==> config.mk <==
export PLATFORM = sky130hd
export DESIGN_NAME = mem_arbiter_flat
export DESIGN_NICKNAME = d
export VERILOG_FILES = /design/src/rtl/mem_arbiter_pkg.sv /design/src/rtl/mem_arbiter_if.sv /design/src/rtl/mem_arbiter_bus_timeout_counter.sv /design/src/rtl/mem_arbiter.sv /design/src/flat_wrapper.sv
export SDC_FILE = /design/constraint.sdc
export NUM_CORES = 1
export LEC_CHECK = 0
export BUFFER_PORTS_ARGS = -buffer_cell sky130_fd_sc_hd__buf_2
export CELL_PAD_IN_SITES_DETAIL_PLACEMENT = 0
export CELL_PAD_IN_SITES_GLOBAL_PLACEMENT = 1
export CORE_MARGIN = 10
export CORE_UTILIZATION = 32
export CTS_CLUSTER_SIZE = 10
export DETAILED_ROUTE_END_ITERATION = 10
export HOLD_SLACK_MARGIN = 0.08
export PLACE_DENSITY = 0.82
export SYNTH_ARGS = -nofsm -noshare
export SYNTH_HDL_FRONTEND = slang
export SYNTH_SLANG_ARGS = --single-unit
export TNS_END_PERCENT = 5
==> constraint.sdc <==
create_clock -name clk_In -period 2.47 [get_ports clk_In]
set_input_delay 0.494 -clock clk_In [delete_from_list [all_inputs] [get_ports clk_In]]
set_output_delay 0.494 -clock clk_In [all_outputs]
set_load 0.01 [all_outputs]
==> src/rtl/mem_arbiter_pkg.sv <==
// Shared constants and types for the two-port memory arbiter: exception codes,
// access widths, requester ownership and the registered bus command.
package mem_arbiter_pkg;

  localparam int EXCEPTION_LEN = 4;

  typedef logic [EXCEPTION_LEN-1:0] excep_t;
  typedef logic [1:0]               mem_width_t;

  localparam excep_t EXCEP_NONE         = 4'd0;
  localparam excep_t EXCEP_ACCESS_FAULT = 4'd5;

  localparam mem_width_t MEM_WIDTH_NONE = 2'd0;
  localparam mem_width_t MEM_WIDTH_BYTE = 2'd1;
  localparam mem_width_t MEM_WIDTH_HALF = 2'd2;
  localparam mem_width_t MEM_WIDTH_WORD = 2'd3;

  typedef enum logic {
    OWNER_FETCH = 1'b0,
    OWNER_DATA  = 1'b1
  } owner_e;

  typedef struct packed {
    logic [31:0] addr;
    logic [31:0] wdata;
    mem_width_t  width;
    logic        is_read;
  } bus_cmd_t;

endpackage

==> src/rtl/mem_arbiter_if.sv <==
// Requester and memory-bus signals of the arbiter. slave is the arbiter's view,
// master is the view of the surrounding system (fetch, Executor and memory).
interface mem_arbiter_if;
  import mem_arbiter_pkg::*;

  logic         fetchAccess_In;
  logic [31:0]  fetchAddr_In;
  logic         fetchAccessOK_Out;
  logic [31:0]  fetchData_Out;
  excep_t       fetchException_Out;

  logic         dataAccess_In;
  logic [31:0]  dataAddr_In;
  logic [31:0]  dataWData_In;
  mem_width_t   dataWidth_In;
  logic         dataIsRead_In;
  logic         dataAccessOK_Out;
  logic [31:0]  dataRData_Out;
  excep_t       dataException_Out;

  logic         busReq_Out;
  logic [31:0]  busAddr_Out;
  logic [31:0]  busWData_Out;
  mem_width_t   busWidth_Out;
  logic         busIsRead_Out;
  logic         busAck_In;
  logic [31:0]  busRData_In;
  excep_t       busException_In;

  modport slave (
    input  fetchAccess_In, fetchAddr_In,
    output fetchAccessOK_Out, fetchData_Out, fetchException_Out,
    input  dataAccess_In, dataAddr_In, dataWData_In, dataWidth_In, dataIsRead_In,
    output dataAccessOK_Out, dataRData_Out, dataException_Out,
    output busReq_Out, busAddr_Out, busWData_Out, busWidth_Out, busIsRead_Out,
    input  busAck_In, busRData_In, busException_In
  );

  modport master (
    output fetchAccess_In, fetchAddr_In,
    input  fetchAccessOK_Out, fetchData_Out, fetchException_Out,
    output dataAccess_In, dataAddr_In, dataWData_In, dataWidth_In, dataIsRead_In,
    input  dataAccessOK_Out, dataRData_Out, dataException_Out,
    input  busReq_Out, busAddr_Out, busWData_Out, busWidth_Out, busIsRead_Out,
    output busAck_In, busRData_In, busException_In
  );

endinterface

==> src/rtl/mem_arbiter_bus_timeout_counter.sv <==
// Counts BUSY cycles without an acknowledge. expired flags the cycle whose
// increment would reach TIMEOUT_CYCLES; TIMEOUT_CYCLES of 0 never expires.
module bus_timeout_counter #(
  parameter int TIMEOUT_CYCLES = 64
) (
  input  logic clk_In,
  input  logic rstN_In,
  input  logic clear,
  input  logic enable,
  output logic expired
);

  localparam int CW = (TIMEOUT_CYCLES > 0) ? $clog2(TIMEOUT_CYCLES + 1) : 1;

  logic [CW-1:0] count_q;

  // NOTE: sequential state uses non-blocking assignments so every flop samples
  // the pre-edge values regardless of statement order.
  always_ff @(posedge clk_In or negedge rstN_In) begin
    if (!rstN_In) begin
      count_q <= '0;
    end else if (clear) begin
      count_q <= '0;
    end else if (enable && (TIMEOUT_CYCLES != 0)) begin
      count_q <= count_q + 1'b1;
    end
  end

  generate
    if (TIMEOUT_CYCLES == 0) begin : g_no_timeout
      assign expired = 1'b0;
    end else begin : g_timeout
      assign expired = enable && (count_q == CW'(TIMEOUT_CYCLES - 1));
    end
  endgenerate

endmodule

==> src/rtl/mem_arbiter.sv <==
// Round-robin arbiter between the fetch and data ports onto one memory bus,
// one transaction at a time, with bus timeout and a level-held response.
module mem_arbiter
  import mem_arbiter_pkg::*;
#(
  parameter int TIMEOUT_CYCLES = 64
) (
  input logic          clk_In,
  input logic          rstN_In,
  mem_arbiter_if.slave mif
);

  localparam logic [1:0] ST_IDLE = 2'd0;
  localparam logic [1:0] ST_BUSY = 2'd1;
  localparam logic [1:0] ST_RESP = 2'd2;

  logic [1:0]  state_q, state_d;
  owner_e      owner_q, last_grant_q, grant_owner;
  logic        flush_q;
  logic        bus_req_q;
  bus_cmd_t    bus_cmd_q;
  logic [31:0] resp_data_q;
  excep_t      resp_exc_q;

  logic grant, grant_none, bus_done, timed_out, release_owner;
  logic owner_access, expired, count_en;

  assign owner_access = (owner_q == OWNER_DATA) ? mif.dataAccess_In : mif.fetchAccess_In;
  assign count_en     = (state_q == ST_BUSY) && !mif.busAck_In;

  bus_timeout_counter #(.TIMEOUT_CYCLES(TIMEOUT_CYCLES)) u_timeout (
    .clk_In  (clk_In),
    .rstN_In (rstN_In),
    .clear   (grant),
    .enable  (count_en),
    .expired (expired)
  );

  always_ff @(posedge clk_In or negedge rstN_In) begin
    if (!rstN_In) state_q <= ST_IDLE;
    else          state_q <= state_d;
  end

  // NOTE: every signal driven here gets a default first, so no path leaves a
  // value unassigned and no latch is inferred.
  always_comb begin
    state_d       = state_q;
    grant         = 1'b0;
    grant_none    = 1'b0;
    grant_owner   = OWNER_FETCH;
    bus_done      = 1'b0;
    timed_out     = 1'b0;
    release_owner = 1'b0;
    case (state_q)
      ST_IDLE: begin
        if (mif.fetchAccess_In || mif.dataAccess_In) begin
          grant       = 1'b1;
          grant_owner = (mif.dataAccess_In &&
                         (!mif.fetchAccess_In || last_grant_q == OWNER_FETCH))
                        ? OWNER_DATA : OWNER_FETCH;
          if (grant_owner == OWNER_DATA && mif.dataWidth_In == MEM_WIDTH_NONE) begin
            grant_none = 1'b1;
            state_d    = ST_RESP;
          end else begin
            state_d = ST_BUSY;
          end
        end
      end
      ST_BUSY: begin
        // Ack has priority over a timeout expiring in the same cycle.
        if (mif.busAck_In) begin
          bus_done = 1'b1;
        end else if (expired) begin
          bus_done  = 1'b1;
          timed_out = 1'b1;
        end
        if (bus_done) begin
          if (flush_q || !owner_access) begin
            state_d       = ST_IDLE;
            release_owner = 1'b1;
          end else begin
            state_d = ST_RESP;
          end
        end
      end
      ST_RESP: begin
        if (!owner_access) begin
          state_d       = ST_IDLE;
          release_owner = 1'b1;
        end
      end
      default: state_d = ST_IDLE;
    endcase
  end

  always_ff @(posedge clk_In or negedge rstN_In) begin
    if (!rstN_In) begin
      owner_q      <= OWNER_FETCH;
      last_grant_q <= OWNER_FETCH;
      flush_q      <= 1'b0;
      bus_req_q    <= 1'b0;
      bus_cmd_q    <= '{addr: '0, wdata: '0, width: MEM_WIDTH_NONE, is_read: 1'b1};
      resp_data_q  <= '0;
      resp_exc_q   <= EXCEP_NONE;
    end else begin
      if (grant) begin
        owner_q <= grant_owner;
        flush_q <= 1'b0;
        if (grant_none) begin
          resp_data_q <= '0;
          resp_exc_q  <= EXCEP_NONE;
        end else begin
          bus_req_q <= 1'b1;
          if (grant_owner == OWNER_DATA)
            bus_cmd_q <= '{addr: mif.dataAddr_In, wdata: mif.dataWData_In,
                           width: mif.dataWidth_In, is_read: mif.dataIsRead_In};
          else
            bus_cmd_q <= '{addr: mif.fetchAddr_In, wdata: '0,
                           width: MEM_WIDTH_WORD, is_read: 1'b1};
        end
      end
      // Remember an abandoned request so the late result is discarded.
      if (state_q == ST_BUSY && !owner_access) flush_q <= 1'b1;
      if (bus_done) begin
        bus_req_q   <= 1'b0;
        resp_data_q <= timed_out ? 32'd0 : mif.busRData_In;
        resp_exc_q  <= timed_out ? EXCEP_ACCESS_FAULT : mif.busException_In;
      end
      if (release_owner) last_grant_q <= owner_q;
    end
  end

  logic        fetch_ok, data_ok;
  logic [31:0] fetch_data, data_rdata;
  excep_t      fetch_exc, data_exc;

  always_comb begin
    fetch_ok   = 1'b0;
    fetch_data = '0;
    fetch_exc  = EXCEP_NONE;
    data_ok    = 1'b0;
    data_rdata = '0;
    data_exc   = EXCEP_NONE;
    if (state_q == ST_RESP) begin
      if (owner_q == OWNER_FETCH) begin
        fetch_ok   = mif.fetchAccess_In;
        fetch_data = resp_data_q;
        fetch_exc  = resp_exc_q;
      end else begin
        data_ok    = mif.dataAccess_In;
        data_rdata = resp_data_q;
        data_exc   = resp_exc_q;
      end
    end
  end

  assign mif.fetchAccessOK_Out  = fetch_ok;
  assign mif.fetchData_Out      = fetch_data;
  assign mif.fetchException_Out = fetch_exc;
  assign mif.dataAccessOK_Out   = data_ok;
  assign mif.dataRData_Out      = data_rdata;
  assign mif.dataException_Out  = data_exc;

  assign mif.busReq_Out    = bus_req_q;
  assign mif.busAddr_Out   = bus_cmd_q.addr;
  assign mif.busWData_Out  = bus_cmd_q.wdata;
  assign mif.busWidth_Out  = bus_cmd_q.width;
  assign mif.busIsRead_Out = bus_cmd_q.is_read;

endmodule

==> src/flat_wrapper.sv <==
// flat-port wrapper written by rule: the top's interface ports become plain ports
module mem_arbiter_flat import mem_arbiter_pkg::*;
#(
  parameter int TIMEOUT_CYCLES = 64
)
  (clk_In, rstN_In, mif_fetchAccess_In, mif_fetchAddr_In, mif_fetchAccessOK_Out, mif_fetchData_Out, mif_fetchException_Out, mif_dataAccess_In, mif_dataAddr_In, mif_dataWData_In, mif_dataWidth_In, mif_dataIsRead_In, mif_dataAccessOK_Out, mif_dataRData_Out, mif_dataException_Out, mif_busReq_Out, mif_busAddr_Out, mif_busWData_Out, mif_busWidth_Out, mif_busIsRead_Out, mif_busAck_In, mif_busRData_In, mif_busException_In);
  mem_arbiter_if mif_i ();
  input logic clk_In;
  input logic rstN_In;
  input wire logic [$bits(mif_i.fetchAccess_In)-1:0] mif_fetchAccess_In;
  input wire logic [$bits(mif_i.fetchAddr_In)-1:0] mif_fetchAddr_In;
  output wire logic [$bits(mif_i.fetchAccessOK_Out)-1:0] mif_fetchAccessOK_Out;
  output wire logic [$bits(mif_i.fetchData_Out)-1:0] mif_fetchData_Out;
  output wire logic [$bits(mif_i.fetchException_Out)-1:0] mif_fetchException_Out;
  input wire logic [$bits(mif_i.dataAccess_In)-1:0] mif_dataAccess_In;
  input wire logic [$bits(mif_i.dataAddr_In)-1:0] mif_dataAddr_In;
  input wire logic [$bits(mif_i.dataWData_In)-1:0] mif_dataWData_In;
  input wire logic [$bits(mif_i.dataWidth_In)-1:0] mif_dataWidth_In;
  input wire logic [$bits(mif_i.dataIsRead_In)-1:0] mif_dataIsRead_In;
  output wire logic [$bits(mif_i.dataAccessOK_Out)-1:0] mif_dataAccessOK_Out;
  output wire logic [$bits(mif_i.dataRData_Out)-1:0] mif_dataRData_Out;
  output wire logic [$bits(mif_i.dataException_Out)-1:0] mif_dataException_Out;
  output wire logic [$bits(mif_i.busReq_Out)-1:0] mif_busReq_Out;
  output wire logic [$bits(mif_i.busAddr_Out)-1:0] mif_busAddr_Out;
  output wire logic [$bits(mif_i.busWData_Out)-1:0] mif_busWData_Out;
  output wire logic [$bits(mif_i.busWidth_Out)-1:0] mif_busWidth_Out;
  output wire logic [$bits(mif_i.busIsRead_Out)-1:0] mif_busIsRead_Out;
  input wire logic [$bits(mif_i.busAck_In)-1:0] mif_busAck_In;
  input wire logic [$bits(mif_i.busRData_In)-1:0] mif_busRData_In;
  input wire logic [$bits(mif_i.busException_In)-1:0] mif_busException_In;
  assign mif_i.fetchAccess_In = mif_fetchAccess_In;
  assign mif_i.fetchAddr_In = mif_fetchAddr_In;
  assign mif_fetchAccessOK_Out = mif_i.fetchAccessOK_Out;
  assign mif_fetchData_Out = mif_i.fetchData_Out;
  assign mif_fetchException_Out = mif_i.fetchException_Out;
  assign mif_i.dataAccess_In = mif_dataAccess_In;
  assign mif_i.dataAddr_In = mif_dataAddr_In;
  assign mif_i.dataWData_In = mif_dataWData_In;
  assign mif_i.dataWidth_In = mif_dataWidth_In;
  assign mif_i.dataIsRead_In = mif_dataIsRead_In;
  assign mif_dataAccessOK_Out = mif_i.dataAccessOK_Out;
  assign mif_dataRData_Out = mif_i.dataRData_Out;
  assign mif_dataException_Out = mif_i.dataException_Out;
  assign mif_busReq_Out = mif_i.busReq_Out;
  assign mif_busAddr_Out = mif_i.busAddr_Out;
  assign mif_busWData_Out = mif_i.busWData_Out;
  assign mif_busWidth_Out = mif_i.busWidth_Out;
  assign mif_busIsRead_Out = mif_i.busIsRead_Out;
  assign mif_i.busAck_In = mif_busAck_In;
  assign mif_i.busRData_In = mif_busRData_In;
  assign mif_i.busException_In = mif_busException_In;
  mem_arbiter #(.TIMEOUT_CYCLES(TIMEOUT_CYCLES)) u_core (.clk_In(clk_In), .rstN_In(rstN_In), .mif(mif_i));
endmodule
==> results.cfg, run 1 <==
[clock_network]
clkLatencyLatePin_ns = 0.42
path_clk_slew_ns = 0.06
htreeDepth = 4
clock_sinks = 116
cts_buffer_depth = 2
cts_resized = 0
cts_tree = yes
cts_setup_buffers = 0
cts_buffers = 17
hold_buffers = 1
root_buffer = clkbuf_16

[logic_synthesis]
synth_area_mm2 = 0.00535
synth-xor-area-share_pct = 0.819
synthTopCellsByArea = dfrtp_1 54%, nand2_1 10%, a22o_1 5.7%
synth_seq_cells = 116
async_reset_ff_share_pct = 100
ys.warnings.count = 0
synth_top_family_by_area = simple AND/OR/NAND/NOR gates
synth_common_cells = 144 x nand2_1, 115 x dfrtp_1, 43 x nor2_1
synthSimpleGateAreaFrac_pct = 26.5
syn_avg_cell_area_um2 = 9.31
synth_sequential_area_ratio_pct = 54.3
synthMostInstantiatedCell = nand2_1
synth_edf_count = 0
yosysUniqueCellTypes = 36
synth_top_area_cell = dfrtp_1
synth_top_area_share_pct = 53.8
synth_compound_area_share_pct = 12.3
ys.flop_type = dfrtp_1
muxShareOfSynthArea_pct = 0.796
synthCells = 574
synth_fp_nets = 718
synthAdderAreaFrac_pct = 0.936

[worst_setup_path]
start_kind = flip-flop
end_kind = primary output
r2r_slack_ns = 0.57
worstPathArrival_ns = 1.80
crit_required_ns = 1.98
crit_fanout = 37
timing.rr.end = u_core.resp_data_q[25]$_DFFE_PN0P_
regToRegStartpoint = u_core.state_q[1]$_DFFE_PN0P_
rr_worst_depth = 7
path_class = reg -> out

[grt]
overflow = 0
grt_max_degree = 77
track_usage_pct = 16.4
grt_antenna_before_repair = 1
grt_pass1_wl_um = 29000
grt_pass1_vias = 5260

[job]
maxCapViolCount = 0

[timing]
final_hold_viol_count = 0
setup_violations = 0
finalSetupTns_ns = 0
fmax_mhz = 436
slew-limit-headroom_pct = 68.6
post-route-min-period_ns = 2.30
skew_ns = 0.00901
worst_slew_pin_slew_ns = 0.470
fin_crit_sh_pct = 92.9
rsz0062_at_grt = no
finalMaxSlewViolations = 0

[routing]
wirelength_um = 18500
via_per_inst = 4.71
num_vias = 5076
drt-wirelength-per-cell_um = 17.2
drt_iter0_drc = 171
antenna_left = 0
firstDrtPassIters = 4
post-route-drc-count = 0

[worst_hold_path]
holdPathStages = 3
hold_end = u_core.mif.busWData_Out[17]$_DFFE_PN0P_
hold_path_class = in -> reg
hp-start = mif_dataWData_In[17]

[layout]
syn2layout_area_growth_pct = 42.1
utilization_pct = 46.1
nNetsFinal = 989
drive_above_1_share_pct = 39.0
antenna_cells = 0

[floorplan]
start_util_pct = 32.5
core-area_mm2 = 0.0165
die_w_um = 149
rows = 47
die-area_mm2 = 0.0223
die_h_um = 149
ios = 282

[outcome]
status = finished, final reports clean

[pwr]
power.leakage_nw = 4.25
ir_drop_mv = 0.481
p_per_area_mw_per_mm2 = 1210

[placement]
hpwlAfterDp_um = 13800
io_buffers = 281
gp_congestion = 0.794
[critical path, cell delays in order (launching register included)]
cell	delay, ns
dfrtp_1	0.37
inv_1	0.10
ha_1	0.17
inv_1	0.05
nor2_1	0.08
buf_4	0.30
and2_1	0.18
buf_2	0.13
[layout make-up]
type	count	area [µm²]
Fill cell	1667	8870
Clock buffer	19	443
Sequential cell	116	2900
Multi-Input combinational cell	410	2220
Tap cell	220	275
Timing Repair Buffer	295	1550
Clock inverter	13	183
Inverter	5	18.8
[state kept, by name, summed over array words and instances (netlist names)]
name,count
u_core.mif.busIsRead_Out,1
u_core.owner_q,1
u_core.flush_q,1
u_core.state_q,2
u_core.last_grant_q,1
u_core.mif.busWidth_Out,2
u_core.u_timeout.count_q,7
u_core.mif.busWData_Out,32
u_core.resp_data_q,32
u_core.mif.busAddr_Out,32
u_core.resp_exc_q,4
u_core.mif.busReq_Out,1
[cells by family (layout without fill, tap and decap cells)]
kind of cell | Yosys count | in the layout
AO/OA/AOI/OAI | 89 | 89
adder cells (fa/ha/maj) | 4 | 4
flip-flops | 116 | 116
AND/OR/NAND/NOR | 308 | 308
multiplexers | 4 | 4
XOR/XNOR | 5 | 5
buffers and inverters | 48 | 332
[power by group]
part / switching (mW) / internal [mW] / leakage (nW)
clock: 0.895 / 1.71 / 0.295
sequential: 0.518 / 2.75 / 1.44
combinational: 1.98 / 1.30 / 2.51
[cell usage in the layout (no fill, tap or decap), types with 11 or more instances in the layout]
| cell type | n |
|---|---|
| buf_2 | 280 |
| nand2_1 | 144 |
| dfrtp_1 | 115 |
| nor2_1 | 43 |
| and2_1 | 39 |
| and3_1 | 37 |
| a22o_1 | 35 |
| nand3_1 | 34 |
| a31oi_1 | 33 |
| clkbuf_16 | 17 |
| buf_4 | 11 |
[worst max-delay path by stage]
stage | cells after the start | end | start
global placement | 7 | u_core.mif.busWidth_Out[0]$_DFFE_PN0P_ | u_core.state_q[0]$_DFFE_PN0P_
CTS | 7 | mif_fetchData_Out[28] | u_core.state_q[0]$_DFFE_PN0P_
detailed placement | 6 | u_core.resp_data_q[25]$_DFFE_PN0P_ | mif_dataAccess_In
floorplan | 6 | mif_fetchData_Out[10] | u_core.state_q[0]$_DFFE_PN0P_
global route | 7 | mif_fetchException_Out[3] | u_core.state_q[0]$_DFFE_PN0P_
finish | 7 | mif_fetchData_Out[28] | u_core.state_q[0]$_DFFE_PN0P_
[routing by layer]
metal	global-route usage, %	wire (µm)
met1	19.6	7970
met4	5.79	350
met2	25.0	8040
met3	8.07	2140
met5	0	12
[through the flow]
| step | power [mW] | std cells | setup slack, ns | cell area (µm²) | hold slack, ns |
|---|---|---|---|---|---|
| floorplan | 5.24 | 574 | 0.625 | 5350 | 0.198 |
| CTS | 9.31 | 1078 | 0.152 | 7600 | 0.281 |
| global route | 9.84 | 1078 | 0.0414 | 7600 | 0.286 |
| detailed placement | 6.64 | 1045 | 0.552 | 6960 | 0.450 |
| finish | 9.16 | 1078 | 0.174 | 7600 | 0.296 |
| global placement | 6.61 | 1045 | 0.555 | 6960 | 0.445 |
(Power assumes the default switching activity.)
==> run 2: changes to the inputs <==
==> constraint.sdc (replaced) <==
create_clock -name clk_In -period 2.55 [get_ports clk_In]
set_input_delay 0.51 -clock clk_In [delete_from_list [all_inputs] [get_ports clk_In]]
set_output_delay 0.51 -clock clk_In [all_outputs]
set_load 0.01 [all_outputs]
==> results.cfg, run 2 (synthesis results as in run 1) <==
[outcome]
status = finished, final reports clean

[worst_setup_path]
path_cells = inv_1 -> ha_1 -> inv_1 -> nor2_1 -> buf_4 -> and2_1 -> buf_2
worst_path_most_repeated_cell = inv_1
path_class = reg -> out
worst_path_max_delay_cell = dfrtp_1
max_stage_delay_ns = 0.37
crit_required_ns = 2.04
worstPathArrival_ns = 1.80
crit_fanout = 37
start_kind = flip-flop
end_kind = primary output

[grt]
grt_max_degree = 87
overflow = 0
grt_use_met2_pct = 25.3
track_usage_pct = 16.3
grt_antenna_before_repair = 3
grt_util_met1_pct = 19.2
grt_pass1_wl_um = 28800
grt_pass1_vias = 5169
busiest_layer = met2
use_met3_pct = 7.92

[placement]
placed_cells = 1045
gp_congestion = 0.824
post-place-ws_ns = 0.603
hpwlAfterDp_um = 13900
io_buffers = 281
postPlaceCellArea_mm2 = 0.00696

[clock_network]
clkLatencyLatePin_ns = 0.41
cts_buffer_depth = 2
clock_sinks = 116
cts_resized = 0
path_clk_slew_ns = 0.06
hold_buffers = 1
cts_tree = yes
cts_setup_buffers = 0
htreeDepth = 4
root_buffer = clkbuf_16
cts_buffers = 17

[floorplan]
start_util_pct = 32.5
rows = 47
core-area_mm2 = 0.0165
ios = 282
die_h_um = 149
die_w_um = 149
die-area_mm2 = 0.0223

[timing]
setup_violations = 0
slew-limit-headroom_pct = 67.9
worst_slack_ns = 0.239
hold_slack_ns = 0.320
rsz0062_at_grt = no
finalMaxSlewViolations = 0
worst_slew_pin_slew_ns = 0.478
skew_ns = 0.00846
post-route-min-period_ns = 2.31
finalSetupTns_ns = 0
fmax_mhz = 433
final_hold_viol_count = 0
fin_crit_sh_pct = 90.6

[layout]
fill_cells = 1592
syn2layout_area_growth_pct = 42.7
multi_input_area_mm2 = 0.00222
utilization_pct = 46.3
final_cells = 1078
antenna_cells = 0
drive_above_1_share_pct = 39.2
final_cell_mix = 280 x buf_2, 144 x nand2_1, 115 x dfrtp_1
final_common_cell = buf_2
nNetsFinal = 989
ff_latch_area_mm2 = 0.00290
final_cell_area_mm2 = 0.00763

[routing]
drt_iter0_drc = 195
antenna_left = 0
via_per_inst = 4.70
wirelength_um = 18800
firstDrtPassIters = 4
post-route-drc-count = 0
drt-wirelength-per-cell_um = 17.4
num_vias = 5071

[pwr]
post-layout-total-power_mw = 9.02
p_per_area_mw_per_mm2 = 1180
ir_drop_mv = 0.462
power.leakage_nw = 4.27

[worst_hold_path]
hold_path_class = in -> reg

[job]
maxCapViolCount = 0
-- run 2: layout make-up --
type | count | share of cell area (%)
flip-flops and latches | 116 | 38.1
clock inverters | 13 | 2.69
well taps | 220 | 3.61
inverters | 5 | 0.246
clock buffers | 19 | 5.94
repair buffers | 295 | 20.4
multi-input cells | 410 | 29.1
-- run 2: per-layer routing --
layer  wire [µm]  share of wire (%)
met5          38               0.20
met1        7740                 41
met4         335                1.8
met3        2260                 12
met2        8390                 45
-- run 2: worst paths after layout --
kind | from | end | slack, ns | cells past startpoint
min in group asynchronous | rstN_In | u_core.last_grant_q$_DFFE_PN0P_ | 0.56 | 2
setup / recovery | u_core.state_q[0]$_DFFE_PN0P_ | mif_fetchData_Out[28] | 0.24 | 7
setup reg to reg | u_core.state_q[0]$_DFFE_PN0P_ | u_core.mif.busAddr_Out[17]$_DFFE_PN0P_ | 0.58 | 7
hold / removal | mif_dataWData_In[3] | u_core.mif.busWData_Out[3]$_DFFE_PN0P_ | 0.32 | 3
max in group asynchronous | rstN_In | u_core.resp_data_q[27]$_DFFE_PN0P_ | 1.36 | 3
hold reg to reg | u_core.mif.busWData_Out[13]$_DFFE_PN0P_ | u_core.mif.busWData_Out[13]$_DFFE_PN0P_ | 0.46 | 2
-- run 2: power by group --
part	switching (mW)	leakage, nW	internal (mW)
registers	0.515	1.44	2.66
logic	1.93	2.51	1.27
clock network	0.861	0.315	1.78
-- run 2: critical path, delay by kind of cell, from the launching register on --
family                     cells  cell delay [ns]
adders and majority gates      1             0.17
buffers and inverters          4             0.59
and+or+nand+nor                2             0.25
DFF                            1             0.37
==> run 3: changes to the inputs <==
--- a/config.mk
+++ b/config.mk
@@ -9,12 +9,13 @@
 export CELL_PAD_IN_SITES_DETAIL_PLACEMENT = 0
 export CELL_PAD_IN_SITES_GLOBAL_PLACEMENT = 1
 export CORE_MARGIN = 10
-export CORE_UTILIZATION = 32
+export CORE_UTILIZATION = 34
 export CTS_CLUSTER_SIZE = 10
 export DETAILED_ROUTE_END_ITERATION = 10
 export HOLD_SLACK_MARGIN = 0.08
-export PLACE_DENSITY = 0.82
+export PLACE_DENSITY = 0.83
 export SYNTH_ARGS = -nofsm -noshare
 export SYNTH_HDL_FRONTEND = slang
+export SYNTH_HIERARCHICAL = 1
 export SYNTH_SLANG_ARGS = --single-unit
 export TNS_END_PERCENT = 5
==> results.cfg, run 3 <==
[outcome]
status = finished, final reports clean

[timing]
hold_slack_ns = 0.0839
fin_crit_sh_pct = 96.6
skew_ns = 0.00464
worst_slack_ns = 0.0869
setup_violations = 0
worst_slew_pin_slew_ns = 0.638
finalMaxSlewViolations = 0
slew-limit-headroom_pct = 57.4
final_hold_viol_count = 0
post-route-min-period_ns = 2.46
fmax_mhz = 406

[grt]
grt_pass1_vias = 5443
grt_max_degree = 97
track_usage_pct = 17.2
grt_antenna_before_repair = 2
grt_pass1_wl_um = 30300
overflow = 0

[layout]
final_common_cell = buf_2
utilization_pct = 48.3
drive_above_1_share_pct = 41.6
antenna_cells = 0
final_cell_mix = 280 x buf_2, 115 x dfrtp_1, 74 x nand2_1
syn2layout_area_growth_pct = 40.2
nNetsFinal = 962

[routing]
via_per_inst = 5.00
wl_met3_um = 2260
post-route-drc-count = 0
drt-wirelength-per-cell_um = 18.6
num_vias = 5259
wl_met2_um = 8660
firstDrtPassIters = 7
drt_iter0_drc = 332
highest_layer = met5
antenna_left = 0
wirelength_um = 19600
drt-met1-wl_um = 8280

[logic_synthesis]
synthMostInstantiatedCell = dfrtp_1
synth_edf_count = 0
synth_area_mm2 = 0.00567
synth_seq_cells = 116
synth_common_cells = 115 x dfrtp_1, 74 x nand2_1, 40 x and2_1
synth_sequential_area_ratio_pct = 51.2
synthTopCellsByArea = dfrtp_1 51%, a22o_1 5.3%, a21bo_1 4.9%
syn_avg_cell_area_um2 = 10.2
synth_fp_nets = 699
async_reset_ff_share_pct = 100
ys.warnings.count = 6
synth_top_area_cell = dfrtp_1
ys.flop_type = dfrtp_1
synthCells = 555
yosysUniqueCellTypes = 37
synth_top_area_share_pct = 50.7

[worst_setup_path]
crit_required_ns = 2.84
crit_fanout = 4
start_kind = flip-flop
path_class = reg -> reg
end_kind = flip-flop
worstPathArrival_ns = 2.75

[floorplan]
die_h_um = 149
die_w_um = 149
start_util_pct = 34.4
rows = 47
die-area_mm2 = 0.0222
core-area_mm2 = 0.0165
ios = 282

[pwr]
ir_drop_mv = 0.528
power.leakage_nw = 4.47
post-layout-total-power_mw = 9.53
p_per_area_mw_per_mm2 = 1200

[placement]
gp_congestion = 0.777
io_buffers = 281
hpwlAfterDp_um = 14100
post-place-ws_ns = 0.0301

[worst_hold_path]
hold_path_class = in -> async

[job]
maxCapViolCount = 0

[clock_network]
cts_tree = yes
path_clk_slew_ns = 0.05
clock_sinks = 116
cts_buffers = 17
hold_buffers = 0
clkLatencyLatePin_ns = 0.41
cts_buffer_depth = 2
root_buffer = clkbuf_16
htreeDepth = 4
-- run 3: changes by cell type after synthesis, sizes merged, moves of 4 or more --
cell    change
nand2      -70
a31oi      -33
nand4      +33
a41oi      +32
nand3      -32
a21bo      +31
nor2       -31
a21oi      +29
clkbuf     +15
inv         +7
mux2i       +4
nor2b       +4
-- run 3: timing repair --
| action | 4_1_cts | 5_1_grt |
|---|---|---|
| gates resized for setup | 0 | 4 |
| setup endpoints to repair | 0 | 37 |
| buffers inserted | 0 | 2 |
-- run 3: through the flow --
| step | TNS (ns) | std cells | cell area, µm² |
|---|---|---|---|
| 2_1_floorplan | 0 | 555 | 5670 |
| 5_1_grt | -0.0365 | 1051 | 7950 |
| 3_5_place_dp | 0 | 1016 | 7290 |
| 3_3_place_gp | 0 | 1016 | 7290 |
| 6_report | 0 | 1051 | 7950 |
| 4_1_cts | 0 | 1048 | 7900 |
-- run 3: area by class of cell --
type | count | area, µm²
clock buffers | 20 | 457
clock inverters | 12 | 154
fillers | 1577 | 8510
inverters | 12 | 45.0
multi-input cells | 372 | 2480
flip-flops and latches | 116 | 2900
well taps | 220 | 275
repair buffers | 299 | 1640
-- run 3: per-layer routing --
layer,global-route usage [%],vias up
met1,21.6,2453
met5,0,-
met2,25.0,250
met3,8.19,19
met4,6.58,2
li1,-,2535
-- run 3: where the power goes --
part / leakage, nW / switching, mW / internal [mW] / total [mW]
Combinational: 2.73 / 2.22 / 1.64 / 3.87
Sequential: 1.44 / 0.547 / 2.67 / 3.22
Clock: 0.292 / 0.860 / 1.59 / 2.45
-- run 3: path summary, 6_finish.rpt --
path	startpoint	endpoint	slack (ns)	cells past startpoint
max in group asynchronous	rstN_In	u_core/resp_data_q[13]$_DFFE_PN0P_	1.67	2
min in group clk_In	mif_busRData_In[10]	u_core/resp_data_q[10]$_DFFE_PN0P_	0.31	2
setup / recovery	u_core/state_q[1]$_DFFE_PN0P_	u_core/state_q[1]$_DFFE_PN0P_	0.09	11
setup reg to reg	u_core/state_q[1]$_DFFE_PN0P_	u_core/state_q[1]$_DFFE_PN0P_	0.09	11
hold / removal	rstN_In	u_core/u_timeout/count_q[0]$_DFFE_PN0P_	0.08	1
hold reg to reg	u_core/mif.busWData_Out[24]$_DFFE_PN0P_	u_core/mif.busWData_Out[24]$_DFFE_PN0P_	0.47	1
-- run 3: logic make-up after synthesis --
family | after synthesis | synth area share (%)
AND/OR/NAND/NOR | 208 | 19.4
AO/OA/AOI/OAI | 148 | 20.7
flip-flops | 116 | 51.2
buffers and inverters | 67 | 5.71
multiplexers | 8 | 1.46
XOR/XNOR | 4 | 0.618
adder cells (fa/ha/maj) | 4 | 0.882
-- run 3: worst max-delay path, cell delays in order (launching register included) --
cell	delay, ns
dfrtp_1	0.40
inv_2	0.09
ha_1	0.16
inv_1	0.09
nor2_4	0.13
nand4_4	0.13
or3_4	0.39
inv_1	0.08
nor2_1	0.05
a222oi_1	0.34
buf_4	0.19
mux2_1	0.31
